===== src/rtl/logic_pkg.sv =====
// Shared opcode and state definitions for the bitwise logic unit and its command issuer.
package logic_pkg;

  localparam logic [2:0] LOP_AND  = 3'd0;
  localparam logic [2:0] LOP_OR   = 3'd1;
  localparam logic [2:0] LOP_XOR  = 3'd2;
  localparam logic [2:0] LOP_NOT  = 3'd3;
  localparam logic [2:0] LOP_NAND = 3'd4;
  localparam logic [2:0] LOP_NOR  = 3'd5;
  localparam logic [2:0] LOP_XNOR = 3'd6;
  localparam logic [2:0] LOP_RSVD = 3'd7;

  typedef enum logic [1:0] {
    ST_IDLE  = 2'd0,
    ST_ISSUE = 2'd1,
    ST_RESP  = 2'd2
  } state_e;

  function automatic logic is_reserved(input logic [2:0] op);
    return op == LOP_RSVD;
  endfunction

endpackage


===== src/rtl/logic_op_issuer.sv =====
// Command-side front end for the combinational logic unit: one op per handshake,
// registered operands to the unit, captured result on a response channel, chaining accumulator.
module logic_op_issuer
  import logic_pkg::*;
#(
  parameter int DATA_WIDTH = 8,
  parameter int CNT_WIDTH  = 16
) (
  input  logic                  clk,
  input  logic                  rst,
  input  logic                  cmd_valid,
  output logic                  cmd_ready,
  input  logic [2:0]            cmd_op,
  input  logic [DATA_WIDTH-1:0] cmd_a,
  input  logic [DATA_WIDTH-1:0] cmd_b,
  input  logic                  cmd_acc,
  output logic [DATA_WIDTH-1:0] lu_a,
  output logic [DATA_WIDTH-1:0] lu_b,
  output logic [2:0]            lu_op,
  input  logic [DATA_WIDTH-1:0] lu_result,
  output logic                  rsp_valid,
  input  logic                  rsp_ready,
  output logic [DATA_WIDTH-1:0] rsp_data,
  output logic                  rsp_err,
  output logic [CNT_WIDTH-1:0]  op_count
);

  state_e                state_q, state_d;
  logic [DATA_WIDTH-1:0] a_q, a_d;
  logic [DATA_WIDTH-1:0] b_q, b_d;
  logic [2:0]            op_q, op_d;
  logic [DATA_WIDTH-1:0] acc_q, acc_d;
  logic [DATA_WIDTH-1:0] rsp_data_q, rsp_data_d;
  logic                  rsp_err_q, rsp_err_d;
  logic [CNT_WIDTH-1:0]  op_count_q, op_count_d;

  always_comb begin
    // NOTE: every _d defaults to its _q first, so no path leaves a signal unassigned and no latch is inferred.
    state_d    = state_q;
    a_d        = a_q;
    b_d        = b_q;
    op_d       = op_q;
    acc_d      = acc_q;
    rsp_data_d = rsp_data_q;
    rsp_err_d  = rsp_err_q;
    op_count_d = op_count_q;

    case (state_q)
      ST_IDLE: begin
        if (cmd_valid) begin
          op_d    = cmd_op;
          b_d     = cmd_b;
          a_d     = cmd_acc ? acc_q : cmd_a;
          state_d = ST_ISSUE;
        end
      end
      ST_ISSUE: begin
        // Operands have been stable on lu_* for the whole cycle; sample the unit's result.
        rsp_data_d = lu_result;
        acc_d      = lu_result;
        rsp_err_d  = is_reserved(op_q);
        state_d    = ST_RESP;
      end
      ST_RESP: begin
        if (rsp_ready) begin
          op_count_d = op_count_q + CNT_WIDTH'(1);
          state_d    = ST_IDLE;
        end
      end
      default: state_d = ST_IDLE;
    endcase
  end

  // NOTE: sequential state uses non-blocking assignments so every flop updates from pre-edge values.
  always_ff @(posedge clk or posedge rst) begin
    if (rst) begin
      state_q    <= ST_IDLE;
      a_q        <= '0;
      b_q        <= '0;
      op_q       <= '0;
      acc_q      <= '0;
      rsp_data_q <= '0;
      rsp_err_q  <= 1'b0;
      op_count_q <= '0;
    end else begin
      state_q    <= state_d;
      a_q        <= a_d;
      b_q        <= b_d;
      op_q       <= op_d;
      acc_q      <= acc_d;
      rsp_data_q <= rsp_data_d;
      rsp_err_q  <= rsp_err_d;
      op_count_q <= op_count_d;
    end
  end

  // Handshake flags decode straight from the state flops, so they are glitch-free.
  assign cmd_ready = (state_q == ST_IDLE);
  assign rsp_valid = (state_q == ST_RESP);
  assign lu_a      = a_q;
  assign lu_b      = b_q;
  assign lu_op     = op_q;
  assign rsp_data  = rsp_data_q;
  assign rsp_err   = rsp_err_q;
  assign op_count  = op_count_q;

endmodule


===== config.mk =====
export PLATFORM = sky130hd
export DESIGN_NAME = logic_op_issuer
export DESIGN_NICKNAME = d
export VERILOG_FILES = /design/src/rtl/logic_pkg.sv /design/src/rtl/logic_op_issuer.sv
export SDC_FILE = /design/constraint.sdc
export NUM_CORES = 1
export LEC_CHECK = 0
export CORE_ASPECT_RATIO = 1.5
export CORE_MARGIN = 5
export CORE_UTILIZATION = 39
export DETAILED_ROUTE_END_ITERATION = 10
export MAX_ROUTING_LAYER = met4
export PLACE_DENSITY = 0.74
export SYNTH_ARGS = -nofsm -noshare
export SYNTH_HDL_FRONTEND = slang
export SYNTH_SLANG_ARGS = --single-unit

===== constraint.sdc =====
create_clock -name clk -period 2.2 [get_ports clk]
set_input_delay 0.66 -clock clk [delete_from_list [all_inputs] [get_ports clk]]
set_output_delay 0.66 -clock clk [all_outputs]
set_load 0.02 [all_outputs]

# ---- Word-level counts from Yosys, hierarchy flattened
# Cells that the tools add are included.
dict set report word_totals {
  ff_bits 46
  output_inout_bits 46
  elab_cells 21
}
dict set report classes {
  add_sub_neg 1
  eq_ne 5
  muxes 4
  n_reduce_logical 4
}
# op count
set ops {}
lappend ops {{$add 16x1->16 const B} 1}
lappend ops {{$mux 8} 1}
lappend ops {{$pmux 2 s3} 1}
lappend ops {{$reduce_and 2->1} 3}
lappend ops {{$mux 2} 2}
lappend ops {{$eq 3x3->1 const B} 1}
lappend ops {{$eq 2x1->1 const B} 1}
lappend ops {{$eq 2x2->1 const B} 1}
lappend ops {{$logic_not 2->1} 1}
lappend ops {{$ne 2x1->1 const B} 1}
lappend ops {{$ne 2x2->1 const B} 1}

# ---- Longest topological paths before layout
# Gate-level depths: netlist of the first run.
dict set report depth {
  ltp_word 3
  ltp_mapped 6
}

# ---- Worst setup path after synthesis of the first run
# No wires, ideal clock.
dict set report synth_path {
  path_kind {register to register}
  start {reg state_q[0]}
  end {reg b_q[0] (netlist: lu_b[0])}
  t_arrival_ns 1.562
  required_time_ns 2.075
  setup_slack_ns 0.513
  stages_incl_launch_ff 6
  path_buffers 2
  synth_period_minus_slack_ns 1.687
  path_cell_list {dfrtp_1 nor2_1 and2_1 buf_2 buf_4 mux2_2}
}
dict set report synth_via {
  elab_chain_len 2
}
# item line_no
set synth_lines {}
lappend synth_lines {{start: declaration} logic_op_issuer.sv:28} ;# state_e state_q, state_d;
lappend synth_lines {{start signal: assignment} logic_op_issuer.sv:86} ;# state_q <= state_d;
lappend synth_lines {{$logic_not 2->1} --}
lappend synth_lines {{net cmd_ready} logic_op_issuer.sv:12} ;# output logic cmd_ready,
lappend synth_lines {{$reduce_and 2->1 (no source line)} --}
lappend synth_lines {{end signal: assignment} logic_op_issuer.sv:79} ;# b_q <= '0;
lappend synth_lines {{end signal: assignment} logic_op_issuer.sv:88} ;# b_q <= b_d;
lappend synth_lines {{end: declaration} logic_op_issuer.sv:30} ;# logic [DATA_WIDTH-1:0] b_q, b_d;
# The timed path passes the listed nets, and every way through them passes these cells.
# A chain may end at the register's enable or synchronous reset.

# ---- Final worst setup path of the first run
dict set report layout_path {
  start {reg state_q[0]}
  end {out cmd_ready}
}
dict set report layout_via {
  elab_chain_len 1
}
# item line_no
set layout_lines {}
lappend layout_lines {{$logic_not 2->1} logic_op_issuer.sv:98} ;# assign cmd_ready = (state_q == ST_IDLE);
lappend layout_lines {{end: declaration} logic_op_issuer.sv:12}
# No other way between the ends.

==> results.txt, run 1 <==
----------------------------------------------------
[Timing]
  Setup repair after global routing missed its margin ... false
  Count of endpoints failing setup in the final report ... 0
  Transition at the pin with the smallest max-transition slack ... 0.498 ns
  Top achievable clock speed ... 477 MHz
  Max_slew headroom ... 0.667
  Final critical-path required period ... 2.10 ns
  Worst hold margin ... 0.477 ns
  Number of endpoints with negative hold slack in the final report ... 0
  Crit share post-route ... 0.953
  Final number of max-transition violations ... 0
  Worst clock skew ... 0.00442 ns
  Aggregate negative setup slack ... 0 ns

[Die]
  Die Height ... 96.0 microns
  Die outline width ... 67.3 microns
  Initial core utilization ... 0.400
  Area of the die ... 6460 sq um
  Core box area ... 4810 sq um
  Top-level I/O count ... 78
  Row count ... 31

[Cells and area]
  Area growth, synth to finish ... 48.8%
  Multi-input combinational cell area ... 711 sq um
  Area taken by flip-flops and latches ... 1150 sq um
  Share of post-route cells with drive strength above 1 ... 0.161
  Commonest non-fill, non-tap cells in the layout ... 76 x sky130_fd_sc_hd__clkdlybuf4s50_1, 46 x sky130_fd_sc_hd__dfrtp_1, 20 x sky130_fd_sc_hd__mux2_2
  Fill count ... 445
  Most common cell after layout, fill and taps aside ... sky130_fd_sc_hd__clkdlybuf4s50_1
  Antenna Diode Count ... 0
  Count of placed standard cells in the final layout, fillers left out ... 296
  Number of nets in the finished design ... 262

[Place]
  Number of cells in the design after placement ... 288
  Number of buffers added on ports ... 77
  HPWL reported at the end of detailed placement ... 3.21 mm
  Routability congestion estimate ... 0.774

[Power]
  Lkg Pwr ... 1.22 nW
  IR Drop Worst-Case VDD ... 0.000832 V
  Pwr per Cell Area ... 1250 nW/um^2

[Worst hold path]
  HP Class ... reg2reg

[GRT]
  Global-route wire length before repair ... 6.77 mm
  Global-route congestion overflow total ... 0
  Global Route Usage Sum ... 0.143
  Largest net degree at the start of global routing ... 47
  Vias in the first global route ... 1395
  Initial antenna violation count ... 0

[Setup path]
  Arrival time worst endpoint ... 1.44 ns
  Critical-path maximum fanout ... 4
  Category of the critical setup timing path ... reg2out
  Data required, critical path ... 1.54 ns
  Type of origin of the critical path ... flip-flop
  Endpoint type of the worst setup path ... output port

[Logic synthesis]
  Most area-consuming cells after synthesis ... sky130_fd_sc_hd__dfrtp_1 60%, sky130_fd_sc_hd__mux2_2 12%, sky130_fd_sc_hd__xnor2_1 5.5%
  Number of synthesized register bits ... 46
  Largest area contributor in the synthesized netlist ... sky130_fd_sc_hd__dfrtp_1
  Cells after Synth ... 148
  Total of warnings raised by yosys ... 0
  Post-Syn Nets ... 181
  Sequential element share of the synthesized area ... 0.599
  Distinct cells, synth ... 26
  Average footprint of a synthesized cell ... 13.0 sq um
  Cell area after technology mapping ... 1920 sq um
  Fraction of synthesized cell area taken by the top area cell type ... 0.599

[Clock network]
  Sink Count ... 46
  Count of H-tree levels built during CTS ... 2
  Clk buf depth ... 2
  CTS clock-pin slew for the worst setup and hold paths ... 0.08 ns
  CTS tree ... built
  Clk Latency, worst-skew pair ... 0.28 ns
  Number of buffers added by the clock tree synthesis step ... 5
  Clock root buffer master ... sky130_fd_sc_hd__clkbuf_8

[Route]
  Number of antenna-violating nets in the routed design ... 0
  DR DRC count ... 0
  First-pass DRT Iterations ... 3
  Total detailed-routing wirelength ... 4.15 mm
  Detailed-route via count ... 1373
  Wirelength per Cell ... 14.0 microns
  Initial drt markers ... 53
  Ratio of routed vias to standard cells ... 4.64

[Status]
  Result of the run ... completed

[Run]
  Max capacitance violation total ... 0

----------------------------------------------------
==> synth_stat cells <==
library cell and n:
sky130_fd_sc_hd__nor2_1 11, sky130_fd_sc_hd__and3b_1 1, sky130_fd_sc_hd__or2b_2 1, sky130_fd_sc_hd__xor2_1 2
sky130_fd_sc_hd__and4_4 1, sky130_fd_sc_hd__nand2_1 7, sky130_fd_sc_hd__mux2_2 20, sky130_fd_sc_hd__and2_1 2
sky130_fd_sc_hd__or2b_1 1, sky130_fd_sc_hd__buf_2 3, sky130_fd_sc_hd__xor2_2 1, sky130_fd_sc_hd__buf_1 1
sky130_fd_sc_hd__xnor2_1 12, sky130_fd_sc_hd__mux2i_1 8, sky130_fd_sc_hd__nand4_1 4, sky130_fd_sc_hd__a21oi_1 8
sky130_fd_sc_hd__buf_6 2, sky130_fd_sc_hd__dfrtp_1 46, sky130_fd_sc_hd__and4_2 1, sky130_fd_sc_hd__inv_1 3
sky130_fd_sc_hd__and3_1 2, sky130_fd_sc_hd__ha_1 1, sky130_fd_sc_hd__o21ai_0 2, sky130_fd_sc_hd__buf_4 1
sky130_fd_sc_hd__nor3_2 1, sky130_fd_sc_hd__nand3_1 6
==> report_power, final <==
| part | switching, mW | internal, mW | total [mW] |
|---|---|---|---|
| logic | 0.791 | 0.890 | 1.68 |
| registers | 0.222 | 1.16 | 1.38 |
| clock network | 0.252 | 0.253 | 0.505 |
==> metrics by stage <==
| step | setup slack [ns] | cell area, sq um | power (mW) | utilization |
|---|---|---|---|---|
| 2_1_floorplan | 0.452 | 1920 | 2.28 | - |
| 3_3_place_gp | 0.105 | 2770 | 3.09 | 0.576 |
| 3_5_place_dp | 0.0943 | 2770 | 3.12 | 0.576 |
| 4_1_cts | 0.0761 | 2860 | 3.63 | 0.594 |
| 5_1_grt | 0.00708 | 2860 | 3.79 | 0.594 |
| 6_report | 0.104 | 2860 | 3.57 | 0.594 |
==> critical path: stages, from the launching register on <==
cell and delay (ns):
sky130_fd_sc_hd__dfrtp_1 0.40, sky130_fd_sc_hd__nor2_1 0.13, sky130_fd_sc_hd__clkdlybuf4s50_1 0.62
==> path summary, 6_finish.rpt <==
check | cells after the start | startpoint | endpoint | slack (ns)
hold reg to reg | 1 | op_count[15] | op_count[15] | 0.48
max in group asynchronous | 3 | rst | lu_a[7] | 1.26
setup / recovery | 2 | state_q[0] | cmd_ready | 0.10
hold / removal | 1 | op_count[15] | op_count[15] | 0.48
setup reg to reg | 4 | state_q[0] | op_count[7] | 0.77
min in group asynchronous | 3 | rst | op_count[1] | 0.72
==> routing by layer <==
layer	up-vias	global-route usage	part of all wire
li1	661	-	-
met1	668	0.162	0.39
met2	38	0.251	0.55
met3	6	0.0245	0.043
met4	0	0.0508	0.017
met5	-	-	0
==> registers in the layout, indices dropped and copies added (netlist names) <==
name / cells
state_q: 2
rsp_err: 1
lu_b: 8
lu_op: 3
rsp_data: 8
lu_a: 8
op_count: 16
==> area by class of cell <==
class | instances | area share
clock buffers | 7 | 0.0302
clock inverters | 1 | 0.00175
inverters | 3 | 0.00394
multi-input cells | 92 | 0.249
flip-flops and latches | 46 | 0.403
well taps | 66 | 0.0289
repair buffers | 81 | 0.284
==> repair_timing <==
| action | in CTS | in global routing |
|---|---|---|
| gates resized for setup | 1 | 0 |
| setup buffers | 0 | 0 |
| endpoints found under the setup margin | 1 | 0 |
| hold buffers | 0 | 0 |
==> logic make-up (layout without fill, tap and decap cells) <==
kind of cell / after synthesis / after routing / synth area share
DFF: 46 / 46 / 0.599
and+or+nand+nor: 38 / 38 / 0.106
muxes: 28 / 28 / 0.159
xor gates and xnor gates: 15 / 15 / 0.0723
AOI/OAI and AO/OA: 10 / 10 / 0.0260
buffers and inverters: 10 / 92 / 0.0312
adders and majority gates: 1 / 1 / 0.00651
Note: power is estimated with default switching activity, not from simulation.
==> run 2: changes to the inputs <==
--- a/config.mk
+++ b/config.mk
@@ -9,7 +9,6 @@
 export CORE_MARGIN = 5
 export CORE_UTILIZATION = 39
 export DETAILED_ROUTE_END_ITERATION = 10
-export MAX_ROUTING_LAYER = met4
 export PLACE_DENSITY = 0.74
 export SYNTH_ARGS = -nofsm -noshare
 export SYNTH_HDL_FRONTEND = slang
==> results.txt, run 2 (synthesized netlist as in run 1, its figures left out) <==
----------------------------------------------------
[Power]
  Part of the power in combinational logic ... 0.470
  Register share of total power ... 0.387
  Total internal power ... 2.30 mW
  Power spent charging and discharging nets ... 1.27 mW
  IR Drop Worst-Case VDD ... 0.000832 V
  Sw Share ... 0.356
  Pwr per Cell Area ... 1250 nW/um^2
  Clock power share ... 0.143
  Lkg Pwr ... 1.22 nW

[Timing]
  Top achievable clock speed ... 477 MHz
  Number of endpoints with negative hold slack in the final report ... 0
  Final number of max-transition violations ... 0
  Setup repair after global routing missed its margin ... false
  Final critical-path required period ... 2.10 ns
  Transition at the pin with the smallest max-transition slack ... 0.503 ns
  Worst hold margin ... 0.479 ns
  Count of endpoints failing setup in the final report ... 0
  Worst clock skew ... 0.00288 ns
  Max_slew headroom ... 0.664
  Crit share post-route ... 0.953
  Setup ws final ... 0.103 ns
  Aggregate negative setup slack ... 0 ns

[Setup path]
  Reg2reg setup slack ... 0.77 ns
  First element of the critical path ... state_q[0]
  Critical Path Sink ... cmd_ready
  Slowest-stage cell, CP ... sky130_fd_sc_hd__clkdlybuf4s50_1
  Endpoint type of the worst setup path ... output port
  Category of the critical setup timing path ... reg2out
  Depth of the worst register-to-register path ... 4
  Critical-path maximum fanout ... 4
  Type of origin of the critical path ... flip-flop
  Cells traversed along the worst timing path ... nor2_1 -> clkdlybuf4s50_1
  Arrival time worst endpoint ... 1.44 ns
  Data required, critical path ... 1.54 ns
  Reg2Reg Launch Point ... state_q[0]
  Stage delay of the slowest cell on the critical path ... 0.62 ns
  Capture point of the worst reg-to-reg path ... op_count[7]

[Place]
  HPWL reported at the end of detailed placement ... 3.21 mm
  Number of cells in the design after placement ... 288
  Routability congestion estimate ... 0.764
  Setup Slack @ Placement ... 0.0943 ns
  Number of buffers added on ports ... 77

[Cells and area]
  Fill count ... 445
  Share of post-route cells with drive strength above 1 ... 0.161
  Area taken by flip-flops and latches ... 1150 sq um
  Final cell utilization of the core ... 0.594
  Antenna Diode Count ... 0
  Area growth, synth to finish ... 48.8%
  Count of placed standard cells in the final layout, fillers left out ... 296
  Most common cell after layout, fill and taps aside ... sky130_fd_sc_hd__clkdlybuf4s50_1
  Number of nets in the finished design ... 262
  Multi-input combinational cell area ... 711 sq um
  Flip-flop count of the largest register, all copies and words added ... 16
  Commonest non-fill, non-tap cells in the layout ... 76 x sky130_fd_sc_hd__clkdlybuf4s50_1, 46 x sky130_fd_sc_hd__dfrtp_1, 20 x sky130_fd_sc_hd__mux2_2

[GRT]
  Initial antenna violation count ... 0
  Largest net degree at the start of global routing ... 47
  Global-route congestion overflow total ... 0
  Global Route Usage Sum ... 0.139
  Global-route wire length before repair ... 6.75 mm
  Vias in the first global route ... 1404

[Die]
  Die Height ... 96.0 microns
  Die outline width ... 67.3 microns
  Row count ... 31
  Area of the die ... 6460 sq um
  Core box area ... 4810 sq um
  Initial core utilization ... 0.400
  Top-level I/O count ... 78

[Clock network]
  Sink Count ... 46
  CTS clock-pin slew for the worst setup and hold paths ... 0.08 ns
  Clk Latency, worst-skew pair ... 0.28 ns
  Clock root buffer master ... sky130_fd_sc_hd__clkbuf_8
  CTS tree ... built
  Hold-fix buffers, CTS ... 0
  Count of H-tree levels built during CTS ... 2
  Clk buf depth ... 2
  Number of buffers added by the clock tree synthesis step ... 5

[Route]
  Total detailed-routing wirelength ... 4.16 mm
  Wirelength per Cell ... 14.1 microns
  Number of antenna-violating nets in the routed design ... 0
  Initial drt markers ... 61
  Detailed-route via count ... 1372
  Ratio of routed vias to standard cells ... 4.64
  DR DRC count ... 0
  First-pass DRT Iterations ... 3

[Worst hold path]
  Hold Path Depth ... 1
  HP Class ... reg2reg

[Status]
  Result of the run ... completed

[Run]
  Max capacitance violation total ... 0

----------------------------------------------------
## run 2: cell counts in the layout (fill, tap and decap cells not counted)
Identical to the previous run, type by type.
## run 2: power by group through the flow
stage / combinational [mW] / clock, mW / sequential, mW
after floorplan: 0.535 / 0 / 1.74
final: 1.68 / 0.512 / 1.38
after global routing: 1.79 / 0.563 / 1.44
after CTS: 1.71 / 0.527 / 1.39
after global placement: 1.70 / 0 / 1.39
after detailed placement: 1.71 / 0 / 1.41
## run 2: cell type report
| cell class | instances | area share |
|---|---|---|
| flip-flops and latches | 46 | 0.403 |
| repair buffers | 81 | 0.284 |
| multi-input cells | 92 | 0.249 |
| clock buffers | 7 | 0.0302 |
| well taps | 66 | 0.0289 |
| inverters | 3 | 0.00394 |
| clock inverters | 1 | 0.00175 |
## run 2: worst max-delay path, delay by kind of cell, from the launching register on
kind                   cells  cell delay (ns)
flip-flops                 1             0.40
buffers and inverters      1             0.62
AND/OR/NAND/NOR            1             0.13
## run 2: how the worst min path moves through the flow
| stage | slack (ns) | startpoint | to |
|---|---|---|---|
| 5_1_grt | 0.52 | op_count[15] | op_count[15] |
| 2_1_floorplan | 0.55 | state_q[0] | state_q[1] |
| 3_3_place_gp | 0.46 | rsp_err | rsp_err |
| 4_1_cts | 0.49 | op_count[15] | op_count[15] |
| 3_5_place_dp | 0.48 | op_count[15] | op_count[15] |
| 6_report | 0.48 | op_count[15] | op_count[15] |
## run 2: layer usage
layer | global-route usage | wire length (microns)
met3 | 0.0292 | 203
met2 | 0.250 | 2270
met4 | 0.0508 | 70
met1 | 0.159 | 1620
met5 | 0 | 0
## run 2: per-stage QoR
stage,cell area (sq um),total power [mW]
6_report,2860,3.58
5_1_grt,2860,3.79
4_1_cts,2860,3.63
3_5_place_dp,2770,3.12
3_3_place_gp,2770,3.09
2_1_floorplan,1920,2.28
## run 2: what timing repair did
item	CTS	global route
setup buffers	0	0
gates resized for setup	1	0
setup endpoints to repair	1	0
hold endpoints to repair	0	0
==> run 3: changes to the inputs <==
--- a/config.mk
+++ b/config.mk
@@ -7,9 +7,10 @@
 export LEC_CHECK = 0
 export CORE_ASPECT_RATIO = 1.5
 export CORE_MARGIN = 5
-export CORE_UTILIZATION = 39
+export CORE_UTILIZATION = 43
 export DETAILED_ROUTE_END_ITERATION = 10
-export PLACE_DENSITY = 0.74
+export GPL_ROUTABILITY_DRIVEN = 0
+export PLACE_DENSITY = 0.8
 export SYNTH_ARGS = -nofsm -noshare
 export SYNTH_HDL_FRONTEND = slang
 export SYNTH_SLANG_ARGS = --single-unit
==> results.txt, run 3 (synthesized netlist as in run 1, its figures left out) <==
----------------------------------------------------
[Setup path]
  Number of buffer and inverter stages on the critical path ... 1
  Data required, critical path ... 1.54 ns
  Stage delay of the slowest cell on the critical path ... 0.65 ns
  Depth of the worst register-to-register path ... 4
  Reg2Reg Launch Point ... op_count[4]
  Arrival time worst endpoint ... 1.40 ns
  Reg2reg setup slack ... 0.77 ns
  Capture point of the worst reg-to-reg path ... op_count[15]
  Cells traversed along the worst timing path ... clkdlybuf4s50_1
  Endpoint type of the worst setup path ... output port
  Type of origin of the critical path ... flip-flop
  Category of the critical setup timing path ... reg2out
  Critical-path maximum fanout ... 6
  Slowest-stage cell, CP ... sky130_fd_sc_hd__clkdlybuf4s50_1
  Family of cells with the greatest summed delay on the critical path ... buffers and inverters

[Clock network]
  CTS resizes ... 1
  CTS tree ... built
  Clock root buffer master ... sky130_fd_sc_hd__clkbuf_8
  Clk buf depth ... 2
  Sink Count ... 46
  Clk Latency, worst-skew pair ... 0.29 ns
  Count of H-tree levels built during CTS ... 2
  Number of post-CTS setup repair buffers ... 0
  Hold-fix buffers, CTS ... 0
  Number of buffers added by the clock tree synthesis step ... 5
  CTS clock-pin slew for the worst setup and hold paths ... 0.08 ns

[Route]
  Ratio of routed vias to standard cells ... 5.01
  Total detailed-routing wirelength ... 4.34 mm
  Detailed-route via count ... 1382
  Initial drt markers ... 68
  First-pass DRT Iterations ... 4
  Wirelength per Cell ... 15.7 microns
  DR DRC count ... 0
  Number of antenna-violating nets in the routed design ... 0

[Cells and area]
  Share of post-route cells with drive strength above 1 ... 0.165
  Fill count ... 352
  Commonest non-fill, non-tap cells in the layout ... 75 x sky130_fd_sc_hd__clkdlybuf4s50_1, 46 x sky130_fd_sc_hd__dfrtp_1, 20 x sky130_fd_sc_hd__mux2_2
  Most common cell after layout, fill and taps aside ... sky130_fd_sc_hd__clkdlybuf4s50_1
  Number of nets in the finished design ... 262
  Flip-flop count of the largest register, all copies and words added ... 16
  Final cell utilization of the core ... 0.670
  Antenna Diode Count ... 0
  Area growth, synth to finish ... 49.2%

[Place]
  Number of buffers added on ports ... 77
  Setup Slack @ Placement ... 0.125 ns

[Worst hold path]
  Hold Path Depth ... 1
  HP Class ... reg2reg
  End of the worst hold path ... op_count[15]
  Hold Crit Start ... op_count[15]

[Power]
  Lkg Pwr ... 1.24 nW
  IR Drop Worst-Case VDD ... 0.000693 V
  Total Power Consumption ... 3.67 mW
  Pwr per Cell Area ... 1280 nW/um^2

[Timing]
  Final number of max-transition violations ... 0
  Number of endpoints with negative hold slack in the final report ... 0
  Top achievable clock speed ... 485 MHz
  Final critical-path required period ... 2.06 ns
  Max_slew headroom ... 0.662
  Setup ws final ... 0.139 ns
  Crit share post-route ... 0.937
  Setup repair after global routing missed its margin ... false
  Aggregate negative setup slack ... 0 ns
  Worst clock skew ... 0.00243 ns
  Count of endpoints failing setup in the final report ... 0
  Transition at the pin with the smallest max-transition slack ... 0.507 ns

[Run]
  Max capacitance violation total ... 0

[GRT]
  Initial antenna violation count ... 0
  Global-route congestion overflow total ... 0
  Global-route wire length before repair ... 7.24 mm
  Largest net degree at the start of global routing ... 31
  Vias in the first global route ... 1491
  Global Route Usage Sum ... 0.159

[Die]
  Die outline width ... 64.6 microns
  Initial core utilization ... 0.449
  Core box area ... 4280 sq um
  Top-level I/O count ... 78
  Area of the die ... 5930 sq um
  Die Height ... 91.9 microns
  Row count ... 29

[Status]
  Result of the run ... completed

----------------------------------------------------
## run 3: per-layer routing
layer / part of all wire / vias up / global-route usage
li1: - / 662 / -
met1: 0.38 / 668 / 0.179
met2: 0.54 / 44 / 0.278
met3: 0.058 / 8 / 0.0526
met4: 0.020 / 0 / 0.0600
met5: 0 / - / 0
## run 3: final cells by class
class	count	area [sq um]	share of cell area
clock buffers	8	110	0.0384
inverters	3	11.3	0.00393
multi-input cells	92	711	0.248
flip-flops and latches	46	1150	0.401
well taps	46	57.6	0.0201
repair buffers	81	827	0.288
## run 3: how the worst max path moves through the flow
stage                     start          end  slack (ns)  depth (start not counted)
floorplan                   rst      lu_a[0]        0.45                          1
global placement      rsp_ready  op_count[7]        0.15                          5
detailed placement    rsp_ready  op_count[7]        0.12                          5
CTS                  state_q[0]    cmd_ready       0.002                          2
global route        op_count[4]  op_count[4]        0.07                          1
finish              op_count[4]  op_count[4]        0.14                          1
## run 3: per-stage QoR
stage                     cells  hold WS (ns)  instance area [sq um]
after global routing        276         0.510                   2870
after floorplan             148         0.550                   1920
after CTS                   276         0.477                   2870
after global placement      268         0.463                   2760
final                       276         0.475                   2870
after detailed placement    268         0.465                   2760
## run 3: report_power, final
group | leakage, nW | internal [mW] | switching, mW
registers | 0.564 | 1.16 | 0.221
logic | 0.618 | 0.897 | 0.806
clock network | 0.0575 | 0.317 | 0.265
total | 1.24 | 2.37 | 1.29
